[config.mk]
export PLATFORM = sky130hd
export DESIGN_NAME = alu_multicycle
export DESIGN_NICKNAME = d
export VERILOG_FILES = /design/src/rtl/alu_pkg.sv /design/src/rtl/alu_mul_iter.sv /design/src/rtl/alu_multicycle.sv
export SDC_FILE = /design/constraint.sdc
export NUM_CORES = 1
export LEC_CHECK = 0
export CELL_PAD_IN_SITES_DETAIL_PLACEMENT = 0
export CELL_PAD_IN_SITES_GLOBAL_PLACEMENT = 1
export CORE_MARGIN = 8
export CORE_UTILIZATION = 50
export CTS_BUF_LIST = sky130_fd_sc_hd__clkbuf_8
export DETAILED_ROUTE_END_ITERATION = 10
export PLACE_DENSITY = 0.86
export SYNTH_ARGS = -nofsm -noshare
export SYNTH_HDL_FRONTEND = slang
export SYNTH_SLANG_ARGS = --single-unit
[constraint.sdc]
create_clock -name clk -period 13.15 [get_ports clk]
set_input_delay 2.63 -clock clk [delete_from_list [all_inputs] [get_ports clk]]
set_output_delay 2.63 -clock clk [all_outputs]
set_load 0.05 [all_outputs]
[src/rtl/alu_pkg.sv]
// Shared types for the multicycle ALU: opcodes, FSM states and flag bit positions.
package alu_pkg;

    typedef enum logic [2:0] {
        OP_AND = 3'b000,
        OP_OR  = 3'b001,
        OP_ADD = 3'b010,
        OP_SUB = 3'b011,
        OP_XOR = 3'b100,
        OP_LSL = 3'b101,
        OP_LSR = 3'b110,
        OP_MUL = 3'b111
    } alu_op_e;

    typedef enum logic {
        S_IDLE = 1'b0,
        S_MUL  = 1'b1
    } alu_state_e;

    localparam int unsigned FLAG_N = 3;
    localparam int unsigned FLAG_Z = 2;
    localparam int unsigned FLAG_C = 1;
    localparam int unsigned FLAG_V = 0;

endpackage

[src/rtl/alu_mul_iter.sv]
// Iterative shift-add multiplier: one partial product per clock, WIDTH clocks after start.
// done/p are combinational so the caller can capture the final sum on the last step edge.
module alu_mul_iter #(
    parameter int unsigned WIDTH = 32
) (
    input  logic             clk,
    input  logic             rst,
    input  logic             start,
    input  logic [WIDTH-1:0] a,
    input  logic [WIDTH-1:0] b,
    output logic             done,
    output logic [WIDTH-1:0] p
);

    localparam int unsigned CNTW = $clog2(WIDTH);

    logic             busy;
    logic [CNTW-1:0]  cnt;
    logic [WIDTH-1:0] acc;
    logic [WIDTH-1:0] mcand;
    logic [WIDTH-1:0] mplier;
    logic [WIDTH-1:0] accNext;

    // Sum including the current partial product; on the last step this is the product.
    always_comb begin
        accNext = acc + (mplier[0] ? mcand : '0);
        done    = busy && (cnt == CNTW'(WIDTH - 1));
        p       = accNext;
    end

    always_ff @(posedge clk or posedge rst) begin
        if (rst) begin
            busy   <= 1'b0;
            cnt    <= '0;
            acc    <= '0;
            mcand  <= '0;
            mplier <= '0;
        end else if (start) begin
            busy   <= 1'b1;
            cnt    <= '0;
            acc    <= '0;
            mcand  <= a;
            mplier <= b;
        end else if (busy) begin
            acc    <= accNext;
            mcand  <= mcand << 1;
            mplier <= mplier >> 1;
            cnt    <= cnt + CNTW'(1);
            if (done) begin
                busy <= 1'b0;
            end
        end
    end

endmodule

[src/rtl/alu_multicycle.sv]
// Clocked ALU with valid/ready input: single-cycle logic/arith/shift ops, iterative MUL.
// Result and NZCV flags are registered and held until the next result.
module alu_multicycle
    import alu_pkg::*;
#(
    parameter int unsigned WIDTH = 32,
    parameter int unsigned SHW   = $clog2(WIDTH)
) (
    input  logic             clk,
    input  logic             rst,
    input  logic             in_valid,
    output logic             in_ready,
    input  logic [WIDTH-1:0] a,
    input  logic [WIDTH-1:0] b,
    input  logic [2:0]       op,
    output logic [WIDTH-1:0] y,
    output logic [3:0]       flags,
    output logic             out_valid
);

    localparam int unsigned SUMW = WIDTH + 1;

    alu_state_e       state;
    alu_state_e       stateNext;
    alu_op_e          opSel;
    logic             inReadyQ;
    logic             aluWrite;
    logic             mulStart;
    logic             mulWrite;
    logic             mulDone;
    logic [WIDTH-1:0] mulP;
    logic [SHW-1:0]   sh;
    logic             isSub;
    logic [SUMW-1:0]  sum;
    logic [SUMW-1:0]  lslWide;
    logic [SUMW-1:0]  lsrWide;
    logic [WIDTH-1:0] aluRes;
    logic [3:0]       aluFlags;
    logic [3:0]       mulFlags;

    assign opSel    = alu_op_e'(op);
    assign in_ready = inReadyQ;

    alu_mul_iter #(.WIDTH(WIDTH)) uMul (
        .clk   (clk),
        .rst   (rst),
        .start (mulStart),
        .a     (a),
        .b     (b),
        .done  (mulDone),
        .p     (mulP)
    );

    // State register; ready tracks the next state so it is high exactly in IDLE.
    always_ff @(posedge clk or posedge rst) begin
        if (rst) begin
            state    <= S_IDLE;
            inReadyQ <= 1'b1;
        end else begin
            state    <= stateNext;
            inReadyQ <= (stateNext == S_IDLE);
        end
    end

    always_comb begin
        stateNext = state;
        case (state)
            S_IDLE:  if (in_valid && opSel == OP_MUL) stateNext = S_MUL;
            S_MUL:   if (mulDone) stateNext = S_IDLE;
            default: stateNext = S_IDLE;
        endcase
    end

    always_comb begin
        aluWrite = 1'b0;
        mulStart = 1'b0;
        mulWrite = 1'b0;
        case (state)
            S_IDLE: begin
                mulStart = in_valid && (opSel == OP_MUL);
                aluWrite = in_valid && (opSel != OP_MUL);
            end
            S_MUL:   mulWrite = mulDone;
            default: ;
        endcase
    end

    // Single-cycle datapath; shifts use a spare bit to catch the last bit shifted out.
    always_comb begin
        sh       = b[SHW-1:0];
        isSub    = (opSel == OP_SUB);
        sum      = {1'b0, a} + {1'b0, (isSub ? ~b : b)} + SUMW'(isSub);
        lslWide  = {1'b0, a} << sh;
        lsrWide  = {a, 1'b0} >> sh;
        aluRes   = '0;
        aluFlags = '0;
        case (opSel)
            OP_AND: aluRes = a & b;
            OP_OR:  aluRes = a | b;
            OP_XOR: aluRes = a ^ b;
            OP_ADD, OP_SUB: begin
                aluRes           = sum[WIDTH-1:0];
                aluFlags[FLAG_C] = sum[WIDTH];
                aluFlags[FLAG_V] = ((a[WIDTH-1] == b[WIDTH-1]) ^ isSub)
                                   && (aluRes[WIDTH-1] != a[WIDTH-1]);
            end
            OP_LSL: begin
                aluRes           = lslWide[WIDTH-1:0];
                aluFlags[FLAG_C] = lslWide[WIDTH];
            end
            OP_LSR: begin
                aluRes           = lsrWide[WIDTH:1];
                aluFlags[FLAG_C] = lsrWide[0];
            end
            default: aluRes = '0;
        endcase
        aluFlags[FLAG_N] = aluRes[WIDTH-1];
        aluFlags[FLAG_Z] = (aluRes == '0);
        mulFlags         = '0;
        mulFlags[FLAG_N] = mulP[WIDTH-1];
        mulFlags[FLAG_Z] = (mulP == '0);
    end

    always_ff @(posedge clk or posedge rst) begin
        if (rst) begin
            y         <= '0;
            flags     <= '0;
            out_valid <= 1'b0;
        end else begin
            out_valid <= 1'b0;
            if (aluWrite) begin
                y         <= aluRes;
                flags     <= aluFlags;
                out_valid <= 1'b1;
            end else if (mulWrite) begin
                y         <= mulP;
                flags     <= mulFlags;
                out_valid <= 1'b1;
            end
        end
    end

endmodule

==> results by group <==
Outcome
  • Status: finished clean

GRT
  • Aggregate global routing overflow: 0
  • Number of global-route vias before repair: 15800
  • Global-route wire length before repair: 101 mm
  • Total GRT Usage: 0.349
  • Pin count of the biggest net entering global routing: 115
  • Initial antenna violation count: 0

Logic synthesis
  • Post-Syn Area: 16200 um^2
  • Top cells by area, synth: dfrtp_1 (22%), mux2i_1 (11%), ha_1 (10%), nand2_1 (5.1%), o21ai_0 (4.3%)
  • Synth Register Bits: 140
  • Ys async rst share: 1.00
  • Mean post-synth cell area: 8.24 um^2
  • EDFF count, synth: 0
  • Sequential area share after synthesis: 0.217
  • Main synth FF type: dfrtp_1
  • Proportion of netlist area held by the largest area contributor: 0.215
  • Synth cell types: 83
  • Mapped Cells: 1963
  • Mapped Nets: 2167
  • Post-synth top area cell: dfrtp_1
  • Yosys warns: 0

Place
  • # port buffers: 107
  • DP HPWL: 52.2 mm
  • Placed cells: 2366
  • RePlAce Congestion: 1.03
  • Pre-CTS WS: 4270 ps
  • Area after DPL: 17400 um^2

Clocking
  • Cts hold-fix bufs: 0
  • Clk root buf: clkbuf_8
  • Post-CTS resize count: 0
  • Clock buffer depth: 2
  • Clk slew on worst S/H paths: 80 ps
  • CTS sink cnt: 140
  • Num CTS Buffers: 17
  • H-tree depth: 4
  • CTS tree: built
  • Post-CTS setup buffer count: 0
  • Latest clock arrival within the worst-skew pair: 480 ps

Power and ir drop
  • LEAKAGE: 0.00808 uW
  • Peak VDD IR: 0.107 mV
  • Cell Pwr Density: 166 nW/um^2
  • Final Power: 2970 uW

Timing
  • Hold Violations, Final: 0
  • Final min period: 8530 ps
  • Worst Tran Pin Value: 1140 ps
  • Fin worst setup slack: 4620 ps
  • Final Cycle Share: 0.649
  • Final setup viols: 0
  • Max Clock Freq: 0.117 GHz
  • Relative slew slack: 0.240
  • Worst Skew: 13.3 ps
  • Setup TNS: 0 ps
  • Final Max Tran Viols: 0
  • RSZ-0062 raised after global routing: no

Floorplan
  • Die Ht: 196 um
  • Die width: 196 um
  • Die ar.: 38400 um^2
  • Core Footprint: 32200 um^2
  • Initial core utilization: 0.502
  • Ports: 108
  • Site Rows: 66

Detailed routing
  • Final wirelength: 68.5 mm
  • Vias/cell: 6.82
  • Antenna-violating nets left: 0
  • Via count: 16300
  • Wire length per cell: 28.6 um
  • Initial DRT Pass Iterations: 5
  • DRT iter0 DRCs: 1911
  • DRC: 0

Final layout
  • Final instance area: 17800 um^2
  • Ant. Diodes: 0
  • Nets: 2181
  • Share of layout cells above drive strength 1: 0.0789
  • Area growth, synth to finish: 10.1%
  • Non-Filler Instances: 2398

Worst setup path
  • Critical Path Start Type: input port
  • CP arrival: 8960 ps
  • Crit path max-delay family: compound AO/OA/AOI/OAI gates
  • WP buf/inv: 3
  • Critical path, cell by cell: clkdlybuf4s50_1, buf_4, nor2b_2, buf_4, nand2_2, xnor2_1, ha_1, a211o_1, a21o_1, a22oi_1, o21ai_0, o2bb2ai_1, a2111oi_0, o2111ai_1, nor4_1, and3_1, a32o_1, a21o_1
  • WP data required: 13570 ps
  • CP max stage delay: 880 ps
  • Crit. End Element: register
  • Max Fanout on Critical Path: 36
  • Critical path class: in -> reg
  • Critical-path top delay cell: a2111oi_0

Run
  • Max-cap violations: 0

Worst hold path
  • Hold WC Path Type: reg -> reg
## cell type report
class                           count  area [um^2]
Clock buffer                       18          248
Fill cell                        3059        14400
Multi-Input combinational cell   1592        11800
Clock inverter                     14          159
Inverter                           87          332
Sequential cell                   140         3510
Tap cell                          408          510
Timing Repair Buffer              139         1280
## metal layers
layer | part of all wire | global-route usage | up-vias
met1 | 0.39 | 0.434 | 7937
li1 | - | - | 7303
met2 | 0.46 | 0.564 | 913
met4 | 0.067 | 0.199 | 0
met5 | 0 | 0 | -
met3 | 0.084 | 0.0637 | 192
## placed cells by master (no fill, tap or decap), types with 15 or more instances in the layout
| master | synthesis | routed |
|---|---|---|
| mux2i_1 | 180 | 180 |
| o21a_1 | 16 | 16 |
| o22a_1 | 15 | 15 |
| clkdlybuf4s50_1 | 0 | 101 |
| mux4_2 | 27 | 27 |
| mux2_2 | 34 | 34 |
| a22oi_1 | 22 | 22 |
| buf_4 | 2 | 33 |
| nor2_1 | 136 | 134 |
| inv_1 | 85 | 84 |
| xor2_1 | 22 | 22 |
| clkbuf_8 | 0 | 18 |
| a21o_1 | 28 | 28 |
| and2_1 | 36 | 36 |
| dfrtp_1 | 139 | 138 |
| nand4_1 | 24 | 24 |
| o211ai_1 | 26 | 26 |
| nand3_1 | 30 | 30 |
| nand2_1 | 220 | 219 |
| a21oi_1 | 103 | 103 |
| o21ai_0 | 139 | 139 |
| nor3_1 | 20 | 20 |
| ha_1 | 132 | 132 |
| xnor2_1 | 52 | 52 |
| a211oi_1 | 36 | 36 |
| o22ai_1 | 42 | 42 |
## cell usage after synthesis, types with 34 or more instances
cell	number
a211oi_1	36
a21oi_1	103
and2_1	36
clkbuf_1	108
dfrtp_1	139
ha_1	132
inv_1	85
mux2_2	34
mux2i_1	180
nand2_1	220
nor2_1	136
o21ai_0	139
o22ai_1	42
xnor2_1	52
## power by group
group / switching, uW / leakage, uW / internal (uW)
clock: 188 / 0.000200 / 177
sequential: 175 / 0.00178 / 622
combinational: 1140 / 0.00610 / 666
## kinds of logic (layout without fill, tap and decap cells)
| family | count (synthesis) | count (layout) | synth area share |
|---|---|---|---|
| AOI/OAI and AO/OA | 562 | 562 | 0.234 |
| and+or+nand+nor | 580 | 580 | 0.173 |
| buffers and inverters | 231 | 258 | 0.0580 |
| muxes | 241 | 241 | 0.173 |
| xor gates and xnor gates | 75 | 75 | 0.0415 |
| adders and majority gates | 134 | 134 | 0.105 |
| DFF | 140 | 140 | 0.217 |
## worst min-delay path, stage by stage, from the launching register on
cell	delay [ps]
dfrtp_1	360
nand2_1	50
nand3_1	70
## registers in the layout, indices dropped and copies added, names as in the netlist
name,flops
state,1
flags,3
uMul.busy,1
y,32
uMul.mplier,32
out_valid,1
uMul.mcand,32
uMul.cnt,5
uMul.acc,32
in_ready,1
## stage by stage
step                utilization  hold WS, ps
global placement          0.540          494
floorplan                     -          487
detailed placement        0.540          492
CTS                       0.553          512
finish                    0.553          514
global route              0.553          552
## final timing paths
| path | start | endpoint | cells past startpoint | slack (ps) |
|---|---|---|---|---|
| max | op[1] | flags[2] | 18 | 4620 |
| min | y[8] | y[8] | 2 | 510 |
| max reg2reg | uMul.mplier[0] | flags[2] | 15 | 8520 |
| min reg2reg | y[8] | y[8] | 2 | 510 |
| min in group asynchronous | rst | uMul.mplier[12] | 2 | 2620 |
| max in group asynchronous | rst | uMul.busy | 3 | 9130 |
Power figures use the tool's default switching activity.
